`config.mk`:
```
export PLATFORM = sky130hd
export DESIGN_NAME = bcd_countdown_timer_flat
export DESIGN_NICKNAME = d
export VERILOG_FILES = /design/src/rtl/bcd_countdown_timer_if.sv /design/src/rtl/bcd_countdown_timer.sv /design/src/flat_wrapper.sv
export SDC_FILE = /design/constraint.sdc
export NUM_CORES = 1
export LEC_CHECK = 0
export CAP_MARGIN = 0
export CORE_MARGIN = 8
export CORE_UTILIZATION = 38
export CTS_CLUSTER_SIZE = 12
export DETAILED_ROUTE_END_ITERATION = 7
export GPL_TIMING_DRIVEN = 1
export PLACE_DENSITY_LB_ADDON = 0.08
export RECOVER_POWER = 50
export SYNTH_ARGS = -nofsm -noshare
export SYNTH_HDL_FRONTEND = slang
export SYNTH_SLANG_ARGS = --single-unit
```
`constraint.sdc`:
```
create_clock -name clock -period 2.05 [get_ports clock]
set_input_delay 0.5125 -clock clock [delete_from_list [all_inputs] [get_ports clock]]
set_output_delay 0.5125 -clock clock [all_outputs]
set_load 0.02 [all_outputs]
```
`src/rtl/bcd_countdown_timer_if.sv`:
```
// Signal bundle between the game logic and the BCD countdown timer.
//   start        run enable (high = advance, low = pause)
//   load         single-cycle request to load load_bcd
//   load_bcd     packed BCD reload value, digit 0 in bits [3:0]
//   count_up     0 = count down toward 0, 1 = count up toward all-9s
//   count_bcd    current value, packed BCD, registered
//   tick         one-cycle pulse on every count step attempt
//   expired      level, high while count_bcd is the terminal value
//   expire_pulse one-cycle pulse on the step that reaches the terminal value
// master = the controlling side (game logic), slave = the timer itself.
interface bcd_countdown_timer_if #(
  parameter int DIGITS = 2
);
  logic                  start;
  logic                  load;
  logic [4*DIGITS-1:0]   load_bcd;
  logic                  count_up;
  logic [4*DIGITS-1:0]   count_bcd;
  logic                  tick;
  logic                  expired;
  logic                  expire_pulse;

  modport master (
    output start, load, load_bcd, count_up,
    input  count_bcd, tick, expired, expire_pulse
  );

  modport slave (
    input  start, load, load_bcd, count_up,
    output count_bcd, tick, expired, expire_pulse
  );
endinterface

```
`src/rtl/bcd_countdown_timer.sv`:
```
// Multi-digit BCD second timer. A prescaler divides clock down to one step
// every TICK_CYCLES enabled cycles; each step decrements (or increments) a
// DIGITS-wide packed BCD counter that saturates at all-0 (down) or all-9 (up).
// Ports:
//   clock  system clock, rising edge
//   reset  synchronous active-high reset
//   tmr    slave side of bcd_countdown_timer_if (controls in, count/flags out)
module bcd_countdown_timer #(
  parameter int                    TICK_CYCLES = 50_000_000,
  parameter int                    DIGITS      = 2,
  parameter logic [4*DIGITS-1:0]   INIT_BCD    = 8'h20
) (
  input  logic                     clock,
  input  logic                     reset,
  bcd_countdown_timer_if.slave     tmr
);

  localparam int                  W         = 4 * DIGITS;
  localparam int                  PW        = $clog2(TICK_CYCLES);
  localparam logic [PW-1:0]       PRESC_MAX = PW'(TICK_CYCLES - 1);
  localparam logic [W-1:0]        NINES     = {DIGITS{4'h9}};

  logic [PW-1:0] presc_q, presc_d;
  logic [W-1:0]  count_q, count_d;
  logic          tick_q, tick_d;
  logic          expire_pulse_q, expire_pulse_d;

  logic [W-1:0]  dec_bcd;
  logic [W-1:0]  inc_bcd;
  logic [W-1:0]  load_clean;
  logic [W-1:0]  step_bcd;
  logic [W-1:0]  term_bcd;
  logic          at_term;
  logic          wrap;

  // Per-digit BCD arithmetic. A digit receives a borrow (carry) exactly when
  // every lower digit is 0 (9), so each digit is computed directly from the
  // lower bits instead of through a ripple chain.
  genvar gi;
  generate
    for (gi = 0; gi < DIGITS; gi++) begin : g_digit
      logic [3:0] dig;
      logic [3:0] ld_dig;
      logic       borrow_in;
      logic       carry_in;

      assign dig    = count_q[4*gi +: 4];
      assign ld_dig = tmr.load_bcd[4*gi +: 4];

      if (gi == 0) begin : g_lsd
        assign borrow_in = 1'b1;
        assign carry_in  = 1'b1;
      end else begin : g_upper
        assign borrow_in = (count_q[4*gi-1:0] == '0);
        assign carry_in  = (count_q[4*gi-1:0] == NINES[4*gi-1:0]);
      end

      assign dec_bcd[4*gi +: 4] = !borrow_in ? dig :
                                  (dig == 4'd0) ? 4'd9 : dig - 4'd1;
      assign inc_bcd[4*gi +: 4] = !carry_in ? dig :
                                  (dig >= 4'd9) ? 4'd0 : dig + 4'd1;

      // Non-decimal nibbles on the reload bus are clamped to 9.
      assign load_clean[4*gi +: 4] = (ld_dig > 4'd9) ? 4'd9 : ld_dig;
    end
  endgenerate

  // Terminal value follows the live direction so expired re-evaluates as
  // soon as count_up changes, not at the next step.
  assign term_bcd = tmr.count_up ? NINES : '0;
  assign step_bcd = tmr.count_up ? inc_bcd : dec_bcd;
  assign at_term  = (count_q == term_bcd);
  assign wrap     = tmr.start && (presc_q == PRESC_MAX);

  always_comb begin
    presc_d        = presc_q;
    count_d        = count_q;
    tick_d         = 1'b0;
    expire_pulse_d = 1'b0;

    if (tmr.load) begin
      // Load beats a coincident step; the partial second is discarded.
      count_d = load_clean;
      presc_d = '0;
    end else if (tmr.start) begin
      if (wrap) begin
        presc_d = '0;
        tick_d  = 1'b1;
        // Saturated: tick still fires but the value and pulse stay quiet.
        if (!at_term) begin
          count_d        = step_bcd;
          expire_pulse_d = (step_bcd == term_bcd);
        end
      end else begin
        presc_d = presc_q + 1'b1;
      end
    end
  end

  always_ff @(posedge clock) begin
    if (reset) begin
      presc_q        <= '0;
      count_q        <= INIT_BCD;
      tick_q         <= 1'b0;
      expire_pulse_q <= 1'b0;
    end else begin
      presc_q        <= presc_d;
      count_q        <= count_d;
      tick_q         <= tick_d;
      expire_pulse_q <= expire_pulse_d;
    end
  end

  assign tmr.count_bcd    = count_q;
  assign tmr.tick         = tick_q;
  assign tmr.expire_pulse = expire_pulse_q;
  assign tmr.expired      = at_term;

endmodule

```
`src/flat_wrapper.sv`:
```
// flat-port wrapper written by rule: the top's interface ports become plain ports
module bcd_countdown_timer_flat 
#(
  parameter int                    TICK_CYCLES = 50_000_000,
  parameter int                    DIGITS      = 2,
  parameter logic [4*DIGITS-1:0]   INIT_BCD    = 8'h20
)
  (clock, reset, tmr_start, tmr_load, tmr_load_bcd, tmr_count_up, tmr_count_bcd, tmr_tick, tmr_expired, tmr_expire_pulse);
  bcd_countdown_timer_if #(.DIGITS(DIGITS)) tmr_i ();
  input  logic clock;
  input  logic reset;
  input wire logic [$bits(tmr_i.start)-1:0] tmr_start;
  input wire logic [$bits(tmr_i.load)-1:0] tmr_load;
  input wire logic [$bits(tmr_i.load_bcd)-1:0] tmr_load_bcd;
  input wire logic [$bits(tmr_i.count_up)-1:0] tmr_count_up;
  output wire logic [$bits(tmr_i.count_bcd)-1:0] tmr_count_bcd;
  output wire logic [$bits(tmr_i.tick)-1:0] tmr_tick;
  output wire logic [$bits(tmr_i.expired)-1:0] tmr_expired;
  output wire logic [$bits(tmr_i.expire_pulse)-1:0] tmr_expire_pulse;
  assign tmr_i.start = tmr_start;
  assign tmr_i.load = tmr_load;
  assign tmr_i.load_bcd = tmr_load_bcd;
  assign tmr_i.count_up = tmr_count_up;
  assign tmr_count_bcd = tmr_i.count_bcd;
  assign tmr_tick = tmr_i.tick;
  assign tmr_expired = tmr_i.expired;
  assign tmr_expire_pulse = tmr_i.expire_pulse;
  bcd_countdown_timer #(.TICK_CYCLES(TICK_CYCLES), .DIGITS(DIGITS), .INIT_BCD(INIT_BCD)) u_core (.clock(clock), .reset(reset), .tmr(tmr_i));
endmodule
```
-- Word level (Yosys, flattened, before mapping)
Cells that the tools add are included.
- input port bits: 13
- flip-flop bits (word level): 36
- output and inout port bits: 11
- logic and storage cells: 45
- $add $sub $neg: 5
- bitwise gates (word level): 2
- magnitude comparators: 4
- equality and inequality tests: 5
- reduce and logical (&&, ||, !) cells: 9
- muxes and demuxes: 16
- operators with widths (operator ; count):
    $mux W8 ; 6
    $mux W4 ; 8
    $add A26 B1 Y26 const B ; 1
    $eq A26 B26 Y1 const B ; 1
    $mux W26 ; 1
    $eq A8 B8 Y1 ; 2
    $add A4 B1 Y4 const B ; 2
    $ge A4 B4 Y1 const B ; 2
    $gt A4 B4 Y1 const B ; 2
    $logic_not A4 Y1 ; 2
    $sub A4 B1 Y4 const B ; 2
    $reduce_or A5 Y1 ; 1
    $eq A4 B4 Y1 const B ; 1
    $reduce_bool A2 Y1 ; 2
    $reduce_and A3 Y1 ; 1
    $reduce_or A3 Y1 ; 1
    $ne A2 B2 Y1 const B ; 1
    $not A1 Y1 ; 2
    $reduce_or A2 Y1 ; 1
    $logic_and A1 B1 Y1 ; 1
    $mux W1 ; 1

-- Longest topological paths before layout
- depth after elaboration: 8
- gate-level depth with buffers: 7
- depth with buffers taken out: 7

-- Worst setup path after synthesis
No wires, ideal clock.
- path type: register -> register
- start point: reg u_core.count_q[5], in the netlist u_core.tmr.count_bcd[5]
- end point: reg u_core.expire_pulse_q, in the netlist u_core.tmr.expire_pulse
- arrival time: 1.982 ns
- setup time: 0.125 ns
- setup slack: -0.056 ns
- path buffers: 0
- data required time: 1.925 ns
- stages on the path, launching flop included: 8
- clock period less this slack: 2.106 ns
- path through: dfxtp_1 -> inv_1 -> ha_1 -> or3b_2 -> a2111oi_0 -> o32ai_1 -> nand3_1 -> nor4_2
- word-level cells in the longest chain between the ends: 5
- elaborated cells on any way between the ends: 12
- those cells by class: 2 x add/sub; 1 x order compare; 2 x eq/ne; 5 x mux; 2 x reduce/logical
- ends and longest elaborated chain (what ; RTL line ; text):
    start: declaration ; bcd_countdown_timer.sv:24 ; logic [W-1:0] count_q, count_d;
    start signal: assignment ; bcd_countdown_timer.sv:108 ; count_q <= count_d;
    $sub A4 B1 Y4 (tied with other cells) ; bcd_countdown_timer.sv:59 ; (dig == 4'd0) ? 4'd9 : dig - 4'd1;
    $mux W4 (on tied branches) ; bcd_countdown_timer.sv:59, bcd_countdown_timer.sv:61 ;
    $mux W4 (on tied branches) ; bcd_countdown_timer.sv:58, bcd_countdown_timer.sv:60 ;
    $mux W8 ; bcd_countdown_timer.sv:71 ; assign step_bcd = tmr.count_up ? inc_bcd : dec_bcd;
    $eq A8 B8 Y1 ; bcd_countdown_timer.sv:92 ; expire_pulse_d = (step_bcd == term_bcd);
    end signal: assignment ; bcd_countdown_timer.sv:110 ; expire_pulse_q <= expire_pulse_d;
    end: declaration ; bcd_countdown_timer.sv:26 ; logic expire_pulse_q, expire_pulse_d;
Several ways; a longest one is shown, not always the timed one.
A chain may end at the register's enable or synchronous reset.

-- Worst setup path in the final report
- start point: in tmr_count_up
- end point: out tmr_expired
- word-level cells in the longest chain between the ends: 2
- ends and longest elaborated chain (what ; RTL line ; text):
    start: declaration ; flat_wrapper.sv:15 ; input wire logic [$bits(tmr_i.count_up)-1:0] tmr_count_up;
    $mux W8 ; bcd_countdown_timer.sv:70 ; assign term_bcd = tmr.count_up ? NINES : '0;
    $eq A8 B8 Y1 ; bcd_countdown_timer.sv:72 ; assign at_term = (count_q == term_bcd);
    end: declaration ; flat_wrapper.sv:18 ; output wire logic [$bits(tmr_i.expired)-1:0] tmr_expired;
Every way passes these cells.

==> qor.yml <==
detailed_routing:
  first_iter_violations: 104
  wl_met1_mm: 2.789
  drcViolationCount: 0
  first_pass_iters: 4
  drt_wl_total_mm: 6.157
  via_per_inst: 5.270
  met3_length_microns: 184
  num_vias: 2282
  maxUsedRoutingLayer: "met4"
  postRouteAntennaNets: 0
  wl_per_cell_microns: 14.22
  met2WireLength_mm: 3.058
worst_setup_path:
  crit_required_ps: 1540
  crit_buf_inv: 2
  crit_path_end_kind: "primary output"
  cp_slowest_cell: "or3_4"
  reg2reg_slack_ps: 20
  start_kind: "input port"
  cpLargestDelayFamily: "simple AND/OR/NAND/NOR gates"
  crit_fanout: 2
  cp.arrival_ps: 1620
  path_class: "input port to primary output"
  cpPeakStageDelay_ps: 380
  cp_cell_sequence: "buf_6, or3_4, o32a_1, nor2_2, buf_6"
  worst_path_most_repeated_cell: "buf_6"
global_route:
  grt_usage: 0.1471
  grt_overflow: 0
  grt_pass1_wl_mm: 10.48
  grt_max_degree: 25
  grt_pass1_vias: 2313
  antenna_found_initial: 0
final_layout:
  fin_cells: 433
  final_cell_mix: "buf_4 (51), nor2_1 (42), dfxtp_1 (33)"
  drive_gt1_frac: 0.2682
  mostFrequentLayoutCell: "buf_4"
  nets: 378
  antenna_cells: 0
  fill_cells: 544
  syn2layout_area_growth_pct: 44.40
  final_util: 0.5592
floorplan:
  rows: 28
  core_area_sq_um: 5851
  start_util: 0.3873
  io_pins: 24
  dieArea_sq_um: 8690
  die_w_microns: 93.22
  dieHeight_microns: 93.22
clocking:
  htreeDepth: 2
  cts_sinks: 36
  cts_tree: "done"
  cts_buffers: 5
  clk_latency_ps: 290
  cts-root-buf: "clkbuf_8"
  clockBufferDepth: 2
  clkTransAtPathRegs_ps: 70
placement:
  post-place-cells: 420
  port_buffers: 23
  hpwl_mm: 4.607
  pre_cts_ws_ps: -844.1
  globalplace.congestion: 0.8262
outcome:
  status: "complete, but fails checks"
  violations: "setup timing"
synthesis:
  ys_top_cells_by_area: "dfxtp_1 (32%), nor2_1 (7.1%), xor2_1 (7.0%)"
  synth.top_cell.area_share: 0.3181
  ys_ff_latch: 36
  synth.avg_cell_area_sq_um: 8.064
  synth_area_sq_um: 2266
  ys_types: 61
  ys_seq_area_frac: 0.3181
  synth_nets: 302
  synth_flop_cell: "dfxtp_1"
  yosys_warnings: 0
  synth_edf_count: 0
  syn_inst: 281
  async_reset_ff_frac: 0
  synth_largest_area_cell: "dfxtp_1"
power:
  seqPwrFrac: 0.367
  p_clk_frac: 0.443
  switchingPower_uw: 455.9
  p_per_area_nw_per_um2: 599.0
  p_int_uw: 1504
  ir_worst_vdd_v: 0.0005078
  p_leak_uw: 0.001238
  combPwrFrac: 0.189
  p_sw_frac: 0.2326
sta:
  period_minus_slack_ps: 2135
  worst_pin_slew_ps: 346.5
  finalHoldViolCount: 0
  fmax_mhz: 468.4
  finalCritPeriodShare: 1.041
  clock_skew_ps: 11.00
  rsz0062_at_grt: "true"
  setup_slack_ps: -84.85
  slew_viol_final: 0
  slew_headroom: 0.7631
  hold_slack_ps: 520.7
  setup_violations: 1
min_path:
  hold_class: "flop to flop"
run:
  maxCapViolations: 0
[flip-flops by register name, indices dropped and copies added, names as in the netlist]
name	cells
u_core.tmr.expire_pulse	1
u_core.tmr.tick	1
u_core.tmr.count_bcd	8
u_core.presc_q	26
[power by group through the flow]
| stage | clock network (uW) | logic (uW) | registers, uW |
|---|---|---|---|
| 3_5_place_dp | 0 | 334 | 735 |
| 6_report | 869 | 371 | 720 |
| 4_1_cts | 886 | 353 | 719 |
| 2_1_floorplan | 0 | 153 | 753 |
| 5_1_grt | 923 | 402 | 721 |
| 3_3_place_gp | 0 | 336 | 736 |
[worst reg2reg max path, cell delays in order (launching register included)]
cell and delay (ps):
dfxtp_2 330, or3_4 360, o32a_1 330, buf_4 160, o2111a_2 290, nor3b_1 140
or3_1 300
[per-layer routing]
layer / GRT usage / vias up
met2: 0.2609 / 32
met3: 0.02885 / 10
met4: 0.05906 / 0
met1: 0.1680 / 1067
met5: 0 / -
li1: - / 1173
[cell usage after synthesis, types with 3 or more instances]
library cell / n
xnor2_1: 6
nor2_1: 43
clkbuf_1: 3
dfxtp_1: 36
mux2i_1: 3
nor3_1: 13
nand4_1: 11
o221ai_1: 3
and4_1: 4
a21oi_1: 11
a31oi_1: 4
buf_2: 7
nand2_1: 16
nand3_1: 12
nor3b_1: 3
o21ai_0: 7
inv_1: 11
ha_1: 8
nand2b_1: 7
nand3b_1: 4
nor4_1: 3
xor2_1: 18
[layout make-up]
type,count,area (sq um),share of cell area
Timing Repair Buffer,82,709.4,0.2168
Clock buffer,5,68.82,0.02103
Sequential cell,36,724.4,0.2214
Inverter,12,45.04,0.01377
Clock inverter,3,90.09,0.02753
Tap cell,75,93.84,0.02868
Multi-Input combinational cell,220,1540,0.4707
[path summary, 6_finish.rpt]
| path | start | endpoint | cells past startpoint |
|---|---|---|---|
| setup / recovery | tmr_count_up | tmr_expired | 5 |
| setup reg to reg | u_core.tmr.count_bcd[3] | u_core.tmr.count_bcd[1] | 6 |
| hold / removal | u_core.presc_q[4] | u_core.presc_q[4] | 2 |
| hold reg to reg | u_core.presc_q[4] | u_core.presc_q[4] | 2 |
[logic make-up (layout without fill, tap and decap cells)]
family	Yosys count	count (layout)	share of synthesized area
AND/OR/NAND/NOR	135	135	0.3181
AO/OA/AOI/OAI	50	50	0.1634
flip-flops	36	36	0.3181
buffers and inverters	25	102	0.05024
XOR/XNOR	24	24	0.09277
adder cells (fa/ha/maj)	8	8	0.04418
multiplexers	3	3	0.01325
[timing repair]
action / in CTS / in global routing
hold endpoints to repair: 0 / 0
hold buffers: 0 / 0
pin swaps: 4 / 11
setup endpoints to repair: 10 / 35
setup buffers: 6 / 2
resized for setup: 21 / 21
[per-stage QoR]
step / area, sq um / total power (uW) / setup TNS (ps)
2_1_floorplan: 2273 / 906.2 / -34.59
3_3_place_gp: 2959 / 1071 / -7083
3_5_place_dp: 2959 / 1070 / -7246
4_1_cts: 3209 / 1958 / -222.0
5_1_grt: 3272 / 2045 / -1524
6_report: 3272 / 1960 / -84.85
No activity file was read; power rests on OpenSTA's default activity.
